==> src/rtl/div.sv <==
// Multi-cycle radix-2 restoring divider (DIV/DIVU) beside the EX stage.
// One quotient bit per cycle; result_o = {remainder, quotient}; annul_i aborts.
module div #(
  parameter int unsigned WIDTH = 32
) (
  input  logic               clk,
  input  logic               rst,
  input  logic               signed_div_i,
  input  logic [WIDTH-1:0]   opdata1_i,
  input  logic [WIDTH-1:0]   opdata2_i,
  input  logic               start_i,
  input  logic               annul_i,
  output logic [2*WIDTH-1:0] result_o,
  output logic               ready_o
);

  localparam int unsigned CNT_W = $clog2(WIDTH) + 1;

  typedef enum logic [1:0] {
    S_FREE   = 2'b00,
    S_BYZERO = 2'b01,
    S_ON     = 2'b10,
    S_END    = 2'b11
  } state_e;

  state_e             state_q, state_d;
  logic [CNT_W-1:0]   cnt_q, cnt_d;
  logic [WIDTH-1:0]   rem_q, rem_d;
  logic [WIDTH-1:0]   quot_q, quot_d;
  logic [WIDTH-1:0]   dvsr_q, dvsr_d;
  logic               signed_q, signed_d;
  logic               sign1_q, sign1_d;
  logic               sign2_q, sign2_d;
  logic [2*WIDTH-1:0] result_q, result_d;
  logic               ready_q, ready_d;

  logic [WIDTH:0]     shifted;
  logic [WIDTH-1:0]   abs1, abs2;
  logic [WIDTH-1:0]   quot_fix, rem_fix;

  // State and datapath registers
  always_ff @(posedge clk or negedge rst) begin
    if (!rst) begin
      state_q  <= S_FREE;
      cnt_q    <= '0;
      rem_q    <= '0;
      quot_q   <= '0;
      dvsr_q   <= '0;
      signed_q <= 1'b0;
      sign1_q  <= 1'b0;
      sign2_q  <= 1'b0;
      result_q <= '0;
      ready_q  <= 1'b0;
    end else begin
      state_q  <= state_d;
      cnt_q    <= cnt_d;
      rem_q    <= rem_d;
      quot_q   <= quot_d;
      dvsr_q   <= dvsr_d;
      signed_q <= signed_d;
      sign1_q  <= sign1_d;
      sign2_q  <= sign2_d;
      result_q <= result_d;
      ready_q  <= ready_d;
    end
  end

  // Next-state, iteration step and registered-output values
  always_comb begin
    state_d  = state_q;
    cnt_d    = cnt_q;
    rem_d    = rem_q;
    quot_d   = quot_q;
    dvsr_d   = dvsr_q;
    signed_d = signed_q;
    sign1_d  = sign1_q;
    sign2_d  = sign2_q;
    result_d = result_q;
    ready_d  = ready_q;

    // Quotient register initially holds the dividend magnitude; its MSB feeds the remainder
    shifted  = {rem_q, quot_q[WIDTH-1]};
    abs1     = (signed_div_i && opdata1_i[WIDTH-1]) ? (~opdata1_i + WIDTH'(1)) : opdata1_i;
    abs2     = (signed_div_i && opdata2_i[WIDTH-1]) ? (~opdata2_i + WIDTH'(1)) : opdata2_i;
    quot_fix = (signed_q && (sign1_q ^ sign2_q)) ? (~quot_q + WIDTH'(1)) : quot_q;
    rem_fix  = (signed_q && sign1_q) ? (~rem_q + WIDTH'(1)) : rem_q;

    unique case (state_q)
      S_FREE: begin
        ready_d  = 1'b0;
        result_d = '0;
        if (start_i && !annul_i) begin
          if (opdata2_i == '0) begin
            state_d = S_BYZERO;
          end else begin
            state_d  = S_ON;
            cnt_d    = '0;
            rem_d    = '0;
            quot_d   = abs1;
            dvsr_d   = abs2;
            signed_d = signed_div_i;
            sign1_d  = opdata1_i[WIDTH-1];
            sign2_d  = opdata2_i[WIDTH-1];
          end
        end
      end
      S_BYZERO: begin
        if (annul_i) begin
          state_d = S_FREE;
        end else begin
          state_d  = S_END;
          result_d = '0;
          ready_d  = 1'b1;
        end
      end
      S_ON: begin
        if (annul_i) begin
          state_d = S_FREE;
        end else if (cnt_q < CNT_W'(WIDTH)) begin
          if (shifted >= {1'b0, dvsr_q}) begin
            rem_d  = shifted[WIDTH-1:0] - dvsr_q;
            quot_d = {quot_q[WIDTH-2:0], 1'b1};
          end else begin
            rem_d  = shifted[WIDTH-1:0];
            quot_d = {quot_q[WIDTH-2:0], 1'b0};
          end
          cnt_d = cnt_q + CNT_W'(1);
        end else begin
          state_d  = S_END;
          result_d = {rem_fix, quot_fix};
          ready_d  = 1'b1;
        end
      end
      S_END: begin
        // Result held until EX drops start; annul is not honoured here
        if (!start_i) begin
          state_d  = S_FREE;
          ready_d  = 1'b0;
          result_d = '0;
        end
      end
      default: state_d = S_FREE;
    endcase
  end

  assign result_o = result_q;
  assign ready_o  = ready_q;

endmodule

==> config.mk <==
export PLATFORM = sky130hd
export DESIGN_NAME = div
export DESIGN_NICKNAME = d
export VERILOG_FILES = /design/src/rtl/div.sv
export SDC_FILE = /design/constraint.sdc
export NUM_CORES = 1
export LEC_CHECK = 0
export CORE_MARGIN = 2
export CORE_UTILIZATION = 45
export CTS_CLUSTER_DIAMETER = 80
export CTS_CLUSTER_SIZE = 12
export DETAILED_ROUTE_END_ITERATION = 7
export GPL_TIMING_DRIVEN = 0
export PLACE_DENSITY_LB_ADDON = 0.12
export REMOVE_ABC_BUFFERS = 1
export SLEW_MARGIN = 20
export SYNTH_ARGS = -nofsm -noshare
export SYNTH_HDL_FRONTEND = slang
export SYNTH_SLANG_ARGS = --single-unit
==> constraint.sdc <==
create_clock -name clk -period 8.85 [get_ports clk]
set_input_delay 2.2125 -clock clk [delete_from_list [all_inputs] [get_ports clk]]
set_output_delay 2.2125 -clock clk [all_outputs]
set_load 0.01 [all_outputs]
==> qor.yml <==
setup_path:
  crit_type: "primary input to flop"
  worstPathMaxFanout: 60
  critical_path_arrival_ns: 5.86
  worstPathRequired_ns: 9.16
  rrSetupSlack_ns: 5.19
  regToRegEndpoint: "rem_q[29]"
  start_kind: "primary input"
  r2r.worst_path.cells: 10
  worst_r2r_startpoint: "rem_q[8]"
  worstSetupEndpointType: "flop"
sta:
  setup_ws_ns: 3.30
  min_period_ns: 5.55
  drv_slew: 0
  grt_setup_unrepaired: "false"
  fin_skew_ns: 0.0116
  worst_pin_slew_ns: 0.861
  fmax_ghz: 0.180
  finalHoldViolations: 0
  period_share: 0.628
  finalSetupViolations: 0
  slew_headroom: 0.425
placement:
  dp.cells: 1782
  pre_cts_slack_ns: 2.81
  post-dp-hpwl_um: 21200
  io_buffers: 133
  gp_congestion: 0.902
clock_tree:
  cts_setup_buffers: 0
  holdBufCountCts: 0
  ctsLongestPathBuffers: 2
  cts.sinks: 172
  htree_levels: 4
  cts_buffers: 17
  clkLatencyLatePin_ns: 0.43
  clockRootBuffer: "clkbuf_16"
  cts_tree: "yes"
  ctsResizeCount: 0
  path_clk_slew_ns: 0.07
floorplan:
  core_um2: 25000
  start_util: 0.455
  rows: 58
  design.die.area_um2: 26500
  ios: 134
  die_h_um: 163
  die_w_um: 163
yosys:
  yosys_warnings: 0
  synth_top_area_share: 0.379
  syn_area_um2: 11400
  synth_seq_cells: 172
  yosysTopAreaCell: "dfrtp_1"
  async_reset_ff_frac: 1.00
  syn_area_per_cell_um2: 8.23
  ys_top_cells_by_area: "dfrtp_1 (38%), o21ai_0 (8.2%), nand2_1 (7.3%)"
  synth_top_flop_cell: "dfrtp_1"
  yosysMostFrequentCell: "nand2_1"
  synthTopCellsByCount: "nand2_1 (220), o21ai_0 (187), dfrtp_1 (172)"
  yosysSeqAreaShare: 0.379
  synth_cells: 1381
  ys_types: 71
  synth_edf_count: 0
layout:
  n_antenna_cell: 0
  nNetsFinal: 1583
  final-instance-count-excl-fill: 1813
  fillers: 2393
  drive_above_1_share: 0.0492
  area_growth_pct: 19.7
min_path:
  whs_endpoint: "result_o[42]"
  hold_path_class: "flop to flop"
  hold_path_depth: 2
  hp-start: "result_o[42]"
drt:
  drt_wl_total_um: 28100
  drt_iter0_markers: 606
  ant_nets: 0
  viasPerCell: 5.42
  dr.pass1.iters: 5
  drc_errors: 0
  vias: 9826
  routedWlPerCell_um: 15.5
grt:
  grt_usage: 0.218
  antenna_found_initial: 0
  grt_pass1_vias: 9214
  grt_pass1_wl_um: 46700
  grt_overflow: 0
  grt_max_degree: 89
power:
  total_power_mw: 5.17
  pwr_density_cell_nw_per_um2: 380
  p_leak_nw: 5.75
  irDropWorstVdd_mv: 0.173
job:
  max_cap_violations: 0
status:
  status: "completed"
[routing by layer]
metal / track usage / vias up / share of wire
li1: - / 5002 / -
met2: 0.370 / 214 / 0.47
met4: 0.0551 / 0 / 0.016
met5: 0 / - / 0
met3: 0.0293 / 32 / 0.034
met1: 0.295 / 4578 / 0.48
[per-stage QoR]
stage | hold WS [ns] | util | area, µm² | TNS (ns)
6_report | 0.473 | 0.545 | 13600 | 0
5_1_grt | 0.498 | 0.545 | 13600 | 0
4_1_cts | 0.481 | 0.545 | 13600 | 0
3_5_place_dp | 0.466 | 0.522 | 13000 | 0
3_3_place_gp | 0.461 | 0.512 | 12800 | -313.71
2_1_floorplan | 0.462 | - | 11000 | 0
[logic make-up after synthesis]
family | Yosys count | share of synthesized area
AND/OR/NAND/NOR | 440 | 0.176
multiplexers | 26 | 0.0237
buffers and inverters | 137 | 0.0498
XOR/XNOR | 143 | 0.110
AO/OA/AOI/OAI | 420 | 0.214
adder cells (fa/ha/maj) | 43 | 0.0480
flip-flops | 172 | 0.379
[layout make-up]
| type | instances | area [µm²] | share of cell area |
|---|---|---|---|
| Timing Repair Buffer | 145 | 1530 | 0.113 |
| Multi-Input combinational cell | 1072 | 6550 | 0.481 |
| Tap cell | 330 | 413 | 0.0304 |
| Sequential cell | 172 | 4300 | 0.316 |
| Clock buffer | 17 | 425 | 0.0313 |
| Clock inverter | 14 | 141 | 0.0104 |
| Inverter | 63 | 236 | 0.0174 |
[sequential cells by signal, indices dropped and copies added (netlist names)]
name,cells
dvsr_q,32
cnt_q,6
sign2_q,1
signed_q,1
ready_o,1
state_q,2
rem_q,32
sign1_q,1
quot_q,32
result_o,64
[layout by cell type, fill, tap and decap left out, types with 17 or more instances in the layout]
| cell type | instances |
|---|---|
| a21oi_1 | 115 |
| clkbuf_16 | 17 |
| clkdlybuf4s50_1 | 132 |
| dfrtp_1 | 172 |
| ha_1 | 41 |
| inv_1 | 63 |
| mux2i_1 | 19 |
| nand2_1 | 220 |
| nor2_1 | 91 |
| nor3_1 | 22 |
| o21ai_0 | 187 |
| o31ai_1 | 29 |
| or3_1 | 17 |
| xnor2_1 | 74 |
| xor2_1 | 69 |
[power by group]
part	switching [mW]	internal, mW
combinational	1.70	1.30
clock	0.339	0.392
sequential	0.335	1.10
[critical path, cell delays in order]
cell	delay (ns)
clkdlybuf4s50_1	0.52
or4_1	0.59
nor3_2	0.21
nand4b_1	0.28
o31ai_1	0.45
a211o_4	0.56
or2_2	0.55
nor2_1	0.19
a22oi_1	0.17
o21ai_0	0.11
[worst max path at each step]
stage,start,endpoint,slack (ns),cells past startpoint
global route,opdata2_i[6],rem_q[20],2.96,10
finish,opdata2_i[6],rem_q[29],3.30,10
CTS,opdata2_i[6],rem_q[29],3.25,10
detailed placement,opdata2_i[6],rem_q[29],2.81,10
floorplan,opdata2_i[0],sign1_q,1.95,8
global placement,rst,result_o[63],-1.80,1
(Power assumes the default switching activity.)
